--- src/rtl/ofdm_sync_pkg.sv ---
// Shared types and helpers for the OFDM frame-synchronisation controller.
package ofdm_sync_pkg;

  typedef enum logic [2:0] {
    SEARCH,
    PEAK,
    ALIGN,
    FRAME,
    HOLD
  } sync_state_t;

  // Width of the sample counters: enough to hold the largest of the three spans.
  function automatic int unsigned cnt_width(input int unsigned frame_ofs,
                                            input int unsigned sym_len,
                                            input int unsigned holdoff);
    int unsigned m;
    m = frame_ofs;
    if (sym_len > m) m = sym_len;
    if (holdoff > m) m = holdoff;
    return $clog2(m + 1);
  endfunction

endpackage

--- src/rtl/ofdm_sync_ctrl_peak_track.sv ---
// Running maximum of the correlator magnitude plus the number of samples
// since that maximum was taken. Ties keep the earlier (older) peak.
module ofdm_peak_track #(
  parameter int unsigned MAG_W = 48,
  parameter int unsigned CW    = 9
) (
  input  logic             clk,
  input  logic             rst,
  input  logic             clear,
  input  logic             load,
  input  logic             update,
  input  logic             age_inc,
  input  logic [MAG_W-1:0] mag,
  output logic [MAG_W-1:0] pk_nxt,
  output logic [CW-1:0]    age
);

  localparam logic [CW-1:0] C_ONE = CW'(1);

  logic [MAG_W-1:0] pk;

  // Peak value as it will stand after an update with the current sample.
  always_comb begin
    pk_nxt = (mag > pk) ? mag : pk;
  end

  // Peak register and age counter.
  always_ff @(posedge clk or posedge rst) begin
    if (rst) begin
      pk  <= '0;
      age <= '0;
    end else if (clear) begin
      pk  <= '0;
      age <= '0;
    end else if (load) begin
      pk  <= mag;
      age <= '0;
    end else if (update) begin
      if (mag > pk) begin
        pk  <= mag;
        age <= '0;
      end else begin
        age <= age + C_ONE;
      end
    end else if (age_inc) begin
      age <= age + C_ONE;
    end
  end

endmodule

--- src/rtl/ofdm_sync_ctrl.sv ---
// Frame-synchronisation controller behind the preamble correlator.
// Picks the true correlation peak in a window after the first find, issues
// frame_start FRAME_OFS samples after it, sequences symbol boundaries and
// blocks detection during the frame plus a hold-off period.
// Optional build macro: SYNC_STATS_EN adds frame_cnt / miss_cnt outputs.
module ofdm_sync_ctrl
  import ofdm_sync_pkg::*;
#(
  parameter int unsigned MAG_W     = 48,
  parameter int unsigned PEAK_WIN  = 32,
  parameter int unsigned FRAME_OFS = 256,
  parameter int unsigned SYM_LEN   = 80,
  parameter int unsigned N_SYM_W   = 8,
  parameter int unsigned HOLDOFF   = 64
) (
  input  logic               clk,
  input  logic               rst,
  input  logic               en,
  input  logic               find,
  input  logic [MAG_W-1:0]   corr_mag,
  input  logic [N_SYM_W-1:0] n_sym,
  output logic               det_en,
  output logic               frame_start,
  output logic               sym_start,
  output logic [N_SYM_W-1:0] sym_idx,
  output logic               frame_act,
  output logic [MAG_W-1:0]   peak_mag
`ifdef SYNC_STATS_EN
  ,
  output logic [15:0]        frame_cnt,
  output logic [15:0]        miss_cnt
`endif
);

  localparam int unsigned CW = cnt_width(FRAME_OFS, SYM_LEN, HOLDOFF);

  localparam logic [CW-1:0]      C_ONE     = CW'(1);
  localparam logic [CW-1:0]      WIN_LAST  = CW'(PEAK_WIN - 1);
  localparam logic [CW-1:0]      AGE_LAST  = CW'(FRAME_OFS - 1);
  localparam logic [CW-1:0]      SCNT_LAST = CW'(SYM_LEN - 1);
  localparam logic [CW-1:0]      HOLD_LAST = CW'(HOLDOFF - 1);
  localparam logic [N_SYM_W-1:0] S_ONE     = N_SYM_W'(1);

  sync_state_t        state;
  logic [CW-1:0]      win;
  logic [CW-1:0]      scnt;
  logic [CW-1:0]      hcnt;
  logic [N_SYM_W-1:0] nsym_lat;
  logic [MAG_W-1:0]   pk_nxt;
  logic [CW-1:0]      age;
  logic               pt_clear;
  logic               pt_load;
  logic               pt_update;
  logic               pt_age_inc;

  // Peak tracker control decoded from the current state and sample strobe.
  always_comb begin
    pt_clear   = en && (state == HOLD);
    pt_load    = en && (state == SEARCH) && find;
    pt_update  = en && (state == PEAK);
    pt_age_inc = en && (state == ALIGN);
  end

  ofdm_peak_track #(
    .MAG_W (MAG_W),
    .CW    (CW)
  ) u_peak (
    .clk     (clk),
    .rst     (rst),
    .clear   (pt_clear),
    .load    (pt_load),
    .update  (pt_update),
    .age_inc (pt_age_inc),
    .mag     (corr_mag),
    .pk_nxt  (pk_nxt),
    .age     (age)
  );

  // Main sequencer: search, peak window, alignment, symbol timing, hold-off.
  always_ff @(posedge clk or posedge rst) begin
    if (rst) begin
      state       <= SEARCH;
      win         <= '0;
      scnt        <= '0;
      hcnt        <= '0;
      nsym_lat    <= '0;
      det_en      <= 1'b1;
      frame_start <= 1'b0;
      sym_start   <= 1'b0;
      sym_idx     <= '0;
      frame_act   <= 1'b0;
      peak_mag    <= '0;
    end else begin
      frame_start <= 1'b0;
      sym_start   <= 1'b0;
      if (en) begin
        case (state)
          SEARCH: begin
            if (find) begin
              state <= PEAK;
              win   <= C_ONE;
            end
          end
          PEAK: begin
            win <= win + C_ONE;
            if (win == WIN_LAST) begin
              state    <= ALIGN;
              det_en   <= 1'b0;
              peak_mag <= pk_nxt;
            end
          end
          ALIGN: begin
            if (age == AGE_LAST) begin
              state       <= FRAME;
              frame_start <= 1'b1;
              sym_start   <= 1'b1;
              sym_idx     <= '0;
              frame_act   <= 1'b1;
              scnt        <= '0;
              nsym_lat    <= (n_sym == '0) ? S_ONE : n_sym;
            end
          end
          FRAME: begin
            if (scnt == SCNT_LAST) begin
              scnt <= '0;
              if (sym_idx == nsym_lat - S_ONE) begin
                state     <= HOLD;
                frame_act <= 1'b0;
                sym_idx   <= '0;
                hcnt      <= '0;
              end else begin
                sym_idx   <= sym_idx + S_ONE;
                sym_start <= 1'b1;
              end
            end else begin
              scnt <= scnt + C_ONE;
            end
          end
          HOLD: begin
            if (hcnt == HOLD_LAST) begin
              state  <= SEARCH;
              det_en <= 1'b1;
              hcnt   <= '0;
            end else begin
              hcnt <= hcnt + C_ONE;
            end
          end
          default: state <= SEARCH;
        endcase
      end
    end
  end

`ifdef SYNC_STATS_EN
  // Saturating frame and missed-detection counters.
  always_ff @(posedge clk or posedge rst) begin
    if (rst) begin
      frame_cnt <= '0;
      miss_cnt  <= '0;
    end else if (en) begin
      if ((state == ALIGN) && (age == AGE_LAST) && (frame_cnt != '1))
        frame_cnt <= frame_cnt + 16'd1;
      if (find && ((state == HOLD) || (state == ALIGN)) && (miss_cnt != '1))
        miss_cnt <= miss_cnt + 16'd1;
    end
  end
`endif

endmodule

--- config.mk ---
export PLATFORM = sky130hd
export DESIGN_NAME = ofdm_sync_ctrl
export DESIGN_NICKNAME = d
export VERILOG_FILES = /design/src/rtl/ofdm_sync_pkg.sv /design/src/rtl/ofdm_sync_ctrl_peak_track.sv /design/src/rtl/ofdm_sync_ctrl.sv
export SDC_FILE = /design/constraint.sdc
export NUM_CORES = 1
export LEC_CHECK = 0
export BUFFER_PORTS_ARGS = -buffer_cell sky130_fd_sc_hd__buf_2
export CAP_MARGIN = 20
export CORE_MARGIN = 2
export CORE_UTILIZATION = 60
export DETAILED_ROUTE_END_ITERATION = 8
export PLACE_DENSITY = 0.92
export SYNTH_ARGS = -nofsm -noshare
export SYNTH_HDL_FRONTEND = slang
export SYNTH_SLANG_ARGS = --single-unit
--- constraint.sdc ---
create_clock -name clk -period 6.7 [get_ports clk]
set_input_delay 0 -clock clk [delete_from_list [all_inputs] [get_ports clk]]
set_output_delay 0 -clock clk [all_outputs]
set_load 0.02 [all_outputs]
# Yosys cells after proc, flatten, opt, wreduce, memory -nomap -nowiden
# Cells that the tools add are included.
# Widths: inputs -> output; s select.
op_classes:
  n_eq_ne: 15
  reduce_logical: 22
  addsub: 6
  n_mux: 44
  order_cmp: 1
op_table:
  columns: ["cell", "n"]
  rows:
  - ["$mux 48", 4]
  - ["$mux 9", 11]
  - ["$pmux 9 s2", 3]
  - ["$gt 48x48->1", 1]
  - ["$add 9x1->9 const B", 4]
  - ["$mux 8", 4]
  - ["$mux 3", 6]
  - ["$pmux 8 s2", 1]
  - ["$pmux 3 s5", 1]
  - ["$reduce_and 3->1", 4]
  - ["$reduce_and 4->1", 3]
  - ["$mux 1", 11]
  - ["$eq 9x5->1 const B", 1]
  - ["$eq 9x6->1 const B", 1]
  - ["$eq 9x7->1 const B", 1]
  - ["$eq 9x8->1 const B", 1]
  - ["$add 8x1->8 const B", 1]
  - ["$eq 8x8->1", 1]
  - ["$logic_not 8->1", 1]
  - ["$reduce_bool 2->1", 4]
  - ["$sub 8x1->8 const B", 1]
  - ["$reduce_and 7->1", 1]
  - ["$eq 3x2->1 const B", 2]
  - ["$ne 2x1->1 const B", 3]
  - ["other kinds (9)", 17]
totals:
  output_inout_bits: 60
  register_bits: 155

# Depth between registers and ports, before layout
# Gate-level depths: netlist (run 1).
depth:
  word_depth: 6
  depth_mapped: 13
  mapped_depth_nobuf: 11

# Cells and area by module
# A second synthesis (run 1) with hierarchy kept.
hier_totals:
  hier_cells: 907
  hier_area_um2: 9452.8
by_module_without_submodules:
  columns: ["module", "area_per_inst_um2", "cells_each", "instances"]
  rows:
  - ["ofdm_peak_track", 4748.3, 486, 1]
  - ["ofdm_sync_ctrl", 4704.5, 421, 1]

# Worst setup path before layout (run 1)
# No wires, ideal clock.
synth_timing:
  path_type: "register -> register"
  startpoint: "reg u_peak.pk[26]"
  endpoint: "reg u_peak.pk[10]"
  stages_incl_launch_ff: 14
  n_path_buf: 3
  path_slack_ps: 4246
  arrival_time_ps: 2333
  t_required_ps: 6579
  setup_time_ps: 121
  cell_sequence: "dfrtp_1 > inv_1 > ha_1 > a21oi_1 > nand2_1 > a221oi_1 > o22ai_1 > nor3_1 > nor2b_1 > buf_2 > a21o_1 > buf_4 > buf_2 > a22o_1"
synth_via:
  elab_chain_len: 5
synth_rtl:
  columns: ["element", "line", "rtl"]
  rows:
  - ["start, declared", "ofdm_sync_ctrl_peak_track.sv:20", "logic [MAG_W-1:0] pk;"]
  - ["start signal, assigned", "ofdm_sync_ctrl_peak_track.sv:36", "pk <= mag;"]
  - ["start signal, assigned", "ofdm_sync_ctrl_peak_track.sv:40", "pk <= mag;"]
  - ["$gt 48x48->1", "ofdm_sync_ctrl_peak_track.sv:39", "if (mag > pk) begin"]
  - ["$mux 48 (4 in series)", null, null]
# No other way between the ends. The select of a mux whose other input is x is not followed.
# A chain may end at the register's enable or synchronous reset.

# Worst setup path in the final report (run 1)
layout_timing:
  startpoint: "reg u_peak.pk[23]"
  endpoint: "reg peak_mag[23]"
layout_via:
  elab_chain_len: 2
layout_rtl:
  columns: ["element", "line", "rtl"]
  rows:
  - ["$gt 48x48->1", "ofdm_sync_ctrl_peak_track.sv:24", "pk_nxt = (mag > pk) ? mag : pk;"]
  - ["$mux 48 *", "ofdm_sync_ctrl_peak_track.sv:24", null]
  - ["end signal, assigned", "ofdm_sync_ctrl.sv:109", "peak_mag <= pk_nxt;"]
  - ["end, declared", "ofdm_sync_ctrl.sv:27", "output logic [MAG_W-1:0] peak_mag"]
# Mark *: on every way between the ends. The rest lies on a longest branch, timed or not.

==> impl_results.md, run 1 <==
* Result of the run: complete, no violations
* R2r startpoint: u_peak.pk[23]
* Fin nets at 1133
* Die width at 122.4 microns
* Hold Path Class: input port to flip-flop
* Max Clk Rate at 272.7 MHz
* Post-synthesis compound-gate area fraction at 17.27%
* Slew Viols, Final at 0
* Crit path largest cell delay at 620 ps
* Count leader, synth: dfrtp_1
* Synth Instances at 851
* WP data required at 7010 ps
* Mapped cell area at 8413 sq um
* Worst Path Max Fanout at 30
* GRT overflow at 0
* Post-DP HPWL at 13410 microns
* Core area at 13770 sq um
* Fraction of the mapped netlist area in adder cells at 8.180%
* Critical path type: flip-flop to flip-flop
* Arr. time, crit path at 3970 ps
* Clock Path Buffers at 2
* Share of layout cells above drive strength 1 at 17.30%
* Starting Density at 61.08%
* Post-synthesis async set-or-reset flop share at 100.0%
* Simple-gate share of the synthesized area at 14.72%
* Diode count at 0
* CTS tree: done
* Worst path cell trace: inv_1 > ha_1 > nand4_1 > nor4b_2 > nand3_1 > o211ai_1 > nor3_1 > nor2b_4 > buf_4 > mux2i_1 > o21ai_0
* Initial antenna violation count at 0
* Vias in the first global route at 7603
* Post-synth top area share at 45.81%
* Die Ht at 122.4 microns
* Largest net degree at the start of global routing at 81
* Cts repair resizes at 0
* # hold bufs at CTS at 59
* Area delta synth->final at 22.86%
* Reg clk slew, reported paths at 70 ps
* Max VDD drop at 0.2197 mV
* Avg Cell Area, Syn at 9.886 sq um
* Final core occ at 75.05%
* Worst Reg-to-Reg Cells at 11
* CTS buffer count at 17
* Tcrit/Tclk final at 54.74%
* Post-synthesis mux area share at 6.752%
* CP Capture Type: flip-flop
* Yosys cell types at 64
* EDFF count, synth at 0
* Tightest Pin Transition at 1001 ps
* Slowest cell on the critical path: nor2b_4
* Io pins at 120
* Synth Warn # at 0
* Root Driver: clkbuf_16
* Final setup fails at 0
* Vias/cell at 6.289
* Setup_tns at 0 ps
* FF-to-FF End: peak_mag[23]
* Post-synthesis sequential area ratio at 46.12%
* Power per cell area at 341.4 nW/um^2
* CTS H-tree lvls at 4
* DR iter-0 viols at 888
* Max-cap viol count at 0
* Syn_nets at 966
* Largest cells by area after synthesis: dfrtp_1, ha_1, mux2i_1, o21ai_0, a22o_1
* Relative slew slack at 33.04%
* Post-synthesis register bit count at 155
* Top cells by instance count after synthesis: dfrtp_1, nand2_1, o21ai_0
* Wirelength, routed at 23560 microns
* Hold Crit Start: find
* Clock Skew at 14.13 ps
* # port buffers at 119
* Global-route wire length before repair at 37390 microns
* Final GP Congestion at 0.8615
* Largest family of logic cells by synthesized area: compound AO/OA/AOI/OAI gates
* Xor and xnor fraction of the mapped netlist area at 1.770%
* Main flop type after synthesis: dfrtp_1
* Via Count at 7603
* Rows at 43
* First-pass detailed-route iteration total at 6
* Final Hold Vio Count at 0
* P_leak at 5.126 nW
* Total Routing Usage GR at 32.16%
* R2r setup slk at 3030 ps
* WHS Endpoint: win[8]
* Die Outline Area at 14990 sq um
* # DRC at 0
* Tmin final at 3667 ps
* Yosys top cell by area: dfrtp_1
* Clk_lat worst skew at 440 ps
* Average wire per standard cell at 19.49 microns
* RSZ-0062 raised after global routing: no
* Hold Crit Depth at 3
* Startpoint Class: flip-flop
* CTS Sinks at 155
* Setup repair bufs after CTS at 0
* Antenna-violating nets left at 0
## placed cells by master, fill, tap and decap left out, drive strengths merged, types with 7 or more instances in the layout
| master | n |
|---|---|
| buf | 125 |
| inv | 63 |
| nand2 | 97 |
| xor2 | 10 |
| a21oi | 40 |
| ha | 55 |
| nor3 | 21 |
| mux2i | 50 |
| dfrtp | 154 |
| xnor2 | 7 |
| nand4 | 14 |
| and3 | 14 |
| dlygate4sd3 | 59 |
| nor2b | 9 |
| o21ai | 95 |
| nor2 | 28 |
| clkbuf | 24 |
| nand3 | 22 |
| a22o | 50 |
## power by group
group / total (mW) / internal [mW] / switching, mW
Clock: 1.03 / 0.641 / 0.385
Sequential: 1.31 / 1.12 / 0.192
Combinational: 1.19 / 0.539 / 0.655
Total: 3.53 / 2.30 / 1.23
## routing by layer
metal / track usage, % / vias up / part of all wire (%)
met5: 0 / - / 0
met4: 17.31 / 0 / 4.8
met3: 7.017 / 100 / 7.7
met2: 51.63 / 431 / 48
met1: 40.82 / 3679 / 39
li1: - / 3393 / -
## area by class of cell
| class | instances | area, sq um |
|---|---|---|
| multi-input combinational | 597 | 4118 |
| sequential | 155 | 3880 |
| fill | 873 | 3437 |
| timing repair buffer | 184 | 1251 |
| clock buffer | 24 | 511.7 |
| inverter | 63 | 241.5 |
| tap | 180 | 225.2 |
| clock inverter | 6 | 108.9 |
## registers in the layout, indices dropped and copies added (netlist names)
name and cells:
det_en 1, frame_act 1, frame_start 1, hcnt 9
nsym_lat 8, peak_mag 48, scnt 9, state 3
sym_idx 8, sym_start 1, u_peak.age 9, u_peak.pk 48
win 9
## how the worst max path moves through the flow
| stage | depth (start not counted) | endpoint | start | slack [ps] |
|---|---|---|---|---|
| 2_1_floorplan | 1 | frame_act | rst | 2520 |
| 3_3_place_gp | 11 | u_peak.pk[26] | u_peak.pk[38] | 3360 |
| 3_5_place_dp | 11 | peak_mag[23] | u_peak.pk[43] | 3310 |
| 4_1_cts | 11 | peak_mag[29] | u_peak.pk[38] | 3210 |
| 5_1_grt | 11 | peak_mag[23] | u_peak.pk[30] | 2790 |
| 6_report | 11 | peak_mag[23] | u_peak.pk[23] | 3030 |
## stage by stage
step           area [sq um]  total power, mW  hold slack, ps  cells  worst slack, ps
6_report              10340            3.528           105.7   1209             3033
5_1_grt               10340            3.712           131.8   1209             2786
4_1_cts               10310            3.453           79.87   1208             3214
3_5_place_dp           9097            2.382           174.0   1119             3307
3_3_place_gp           9097            2.317           168.1   1119             3361
2_1_floorplan          8413            2.130           116.8    851             2524
## logic make-up after synthesis
family / count (synthesis)
flops: 155
compound gates: 227
fa+ha+maj: 55
buf+inv: 99
simple gates: 242
mux: 56
xor+xnor: 17
## worst max-delay path, delay by kind of cell, from the launching register on
kind            cells  cell delay [ps]
compound gates      2              500
buf+inv             2              650
fa+ha+maj           1              340
simple gates        5             1490
flops               1              380
mux                 1              170
Power figures use the tool's default switching activity.
==> inputs of run 2 (changes only) <==
--- a/config.mk
+++ b/config.mk
@@ -8,9 +8,9 @@
 export BUFFER_PORTS_ARGS = -buffer_cell sky130_fd_sc_hd__buf_2
 export CAP_MARGIN = 20
 export CORE_MARGIN = 2
-export CORE_UTILIZATION = 60
+export CORE_UTILIZATION = 58
 export DETAILED_ROUTE_END_ITERATION = 8
-export PLACE_DENSITY = 0.92
+export PLACE_DENSITY = 0.9
 export SYNTH_ARGS = -nofsm -noshare
 export SYNTH_HDL_FRONTEND = slang
 export SYNTH_SLANG_ARGS = --single-unit
==> constraint.sdc (replaced) <==
create_clock -name clk -period 3.6 [get_ports clk]
set_input_delay 0 -clock clk [delete_from_list [all_inputs] [get_ports clk]]
set_output_delay 0 -clock clk [all_outputs]
set_load 0.02 [all_outputs]
==> impl_results.md, run 2 (same netlist as run 1, synthesis figures left out) <==
* CTS Sinks at 155
* Dpl ws at 707.2 ps
* Largest delay share family, worst path: simple AND/OR/NAND/NOR gates
* Root Driver: clkbuf_16
* Vias/cell at 6.155
* Average wire per standard cell at 18.21 microns
* Arr. time, crit path at 3430 ps
* R2r startpoint: u_peak.pk[23]
* GRT overflow at 0
* Post-DP HPWL at 13130 microns
* DP Area at 9169 sq um
* Hold Path Class: input port to flip-flop
* Result of the run: complete, no violations
* Max-cap viol count at 0
* Io pins at 120
* Largest registers: peak_mag: 48 flops, u_peak.pk: 48 flops
* Power per cell area at 616.2 nW/um^2
* Antenna-violating nets left at 0
* Worst Path Max Fanout at 49
* Clock Path Buffers at 2
* Hold Slack at 71.98 ps
* Die width at 124.4 microns
* Tcrit/Tclk final at 85.16%
* Area delta synth->final at 22.98%
* Global-route wire length before repair at 36640 microns
* Post-route design area at 10350 sq um
* Starting Density at 58.55%
* Startpoint Class: flip-flop
* Final setup fails at 0
* Worst path cell trace: inv_1 > ha_1 > nand4_1 > nor4b_2 > nand3_1 > o211ai_1 > nor3_1 > nor2b_4 > a21o_1 > buf_4 > a22o_1
* Wirelength, routed at 22180 microns
* Tmin final at 3066 ps
* # port buffers at 119
* DR iter-0 viols at 853
* Final Hold Vio Count at 0
* Rows at 44
* P_leak at 5.125 nW
* Total Routing Usage GR at 29.26%
* CP Capture Type: flip-flop
* Clock Skew at 13.35 ps
* Slowest cell on the critical path: buf_4
* Tightest Pin Transition at 855.5 ps
* Die Outline Area at 15480 sq um
* RSZ-0062 raised after global routing: no
* Largest net degree at the start of global routing at 70
* Diode count at 0
* Vias in the first global route at 7498
* Max VDD drop at 0.5199 mV
* First-pass detailed-route iteration total at 6
* Die Ht at 124.4 microns
* Commonest non-fill, non-tap cell in the layout: dfrtp_1
* Initial antenna violation count at 0
* CTS H-tree lvls at 4
* Via Count at 7497
* CTS buffer count at 17
* Clk_lat worst skew at 440 ps
* Fin nets at 1136
* Setup_tns at 0 ps
* Core area at 14370 sq um
* Worst setup margin at 534.4 ps
* Final core occ at 72.00%
* Max Clk Rate at 326.2 MHz
* Critical path type: flip-flop to flip-flop
* Crit path buf inv count at 2
* Hold Crit Start: find
* WP data required at 3960 ps
* # DRC at 0
* Share of layout cells above drive strength 1 at 17.89%
* Commonest non-fill, non-tap cells in the layout: dfrtp_1, buf_2, nand2_1, o21ai_0, inv_1
* Setup repair bufs after CTS at 0
* CTS tree: done
* Crit path from: u_peak.pk[23]
* Reg clk slew, reported paths at 70 ps
* Final GP Congestion at 0.8241
* Relative slew slack at 42.72%
* Slew Viols, Final at 0
* Crit path largest cell delay at 480 ps
==> run 2: cell count changes in the layout (fill, tap and decap cells not counted) <==
cell,before,now
clkbuf_8,6,1
buf_12,0,4
clkinv_4,1,5
inv_6,1,4
bufinv_16,3,1
clkinvlp_4,0,2
buf_16,1,0
buf_4,5,6
clkbuf_1,1,0
dlygate4sd3_1,59,58
inv_8,0,1
==> run 2: metrics by stage <==
step                instances  total power, mW
global route             1218            6.734
global placement         1127            4.341
floorplan                 851            3.965
finish                   1218            6.375
detailed placement       1127            4.453
CTS                      1217            6.294
==> run 2: metal layers <==
layer  vias to the layer above  wire length, microns  track usage, %
li1                       3393                     -               -
met1                      3622                  9137           36.95
met2                       384                 10680           47.44
met3                        98                  1367           5.713
met4                         0                   998           16.33
met5                         -                     0               0
==> run 2: cell type report <==
type                            instances  area [sq um]
Sequential cell                       155          3880
Timing Repair Buffer                  187          1301
Inverter                               63         240.2
Clock buffer                           18         439.2
Clock inverter                         14         137.6
Multi-Input combinational cell        597          4118
Fill cell                             893          4023
Tap cell                              184         230.2
==> run 2: timing repair <==
| action | in CTS | in global routing |
|---|---|---|
| resized for setup | 0 | 0 |
| hold buffers | 58 | 0 |
| hold endpoints to repair | 152 | 0 |
==> run 2: power breakdown <==
group / leakage [nW] / switching (mW) / internal, mW / total, mW
sequential: 2.05 / 0.344 / 2.07 / 2.42
combinational: 2.79 / 1.17 / 1.02 / 2.19
clock: 0.284 / 0.782 / 0.984 / 1.77
==> run 2: final timing paths <==
check,endpoint,slack (ps),cells after the start
min reg2reg,peak_mag[19],470,2
min in group asynchronous,u_peak.pk[21],110,3
max in group asynchronous,nsym_lat[3],2430,5
max,u_peak.pk[13],530,11
max reg2reg,u_peak.pk[13],530,11
min,win[7],70,3
==> run 2: worst register-to-register path: cells and delay by family (launching register included) <==
kind / cells / cell delay (ps)
simple gates: 5 / 1110
compound gates: 3 / 620
buf+inv: 2 / 550
flops: 1 / 410
fa+ha+maj: 1 / 310
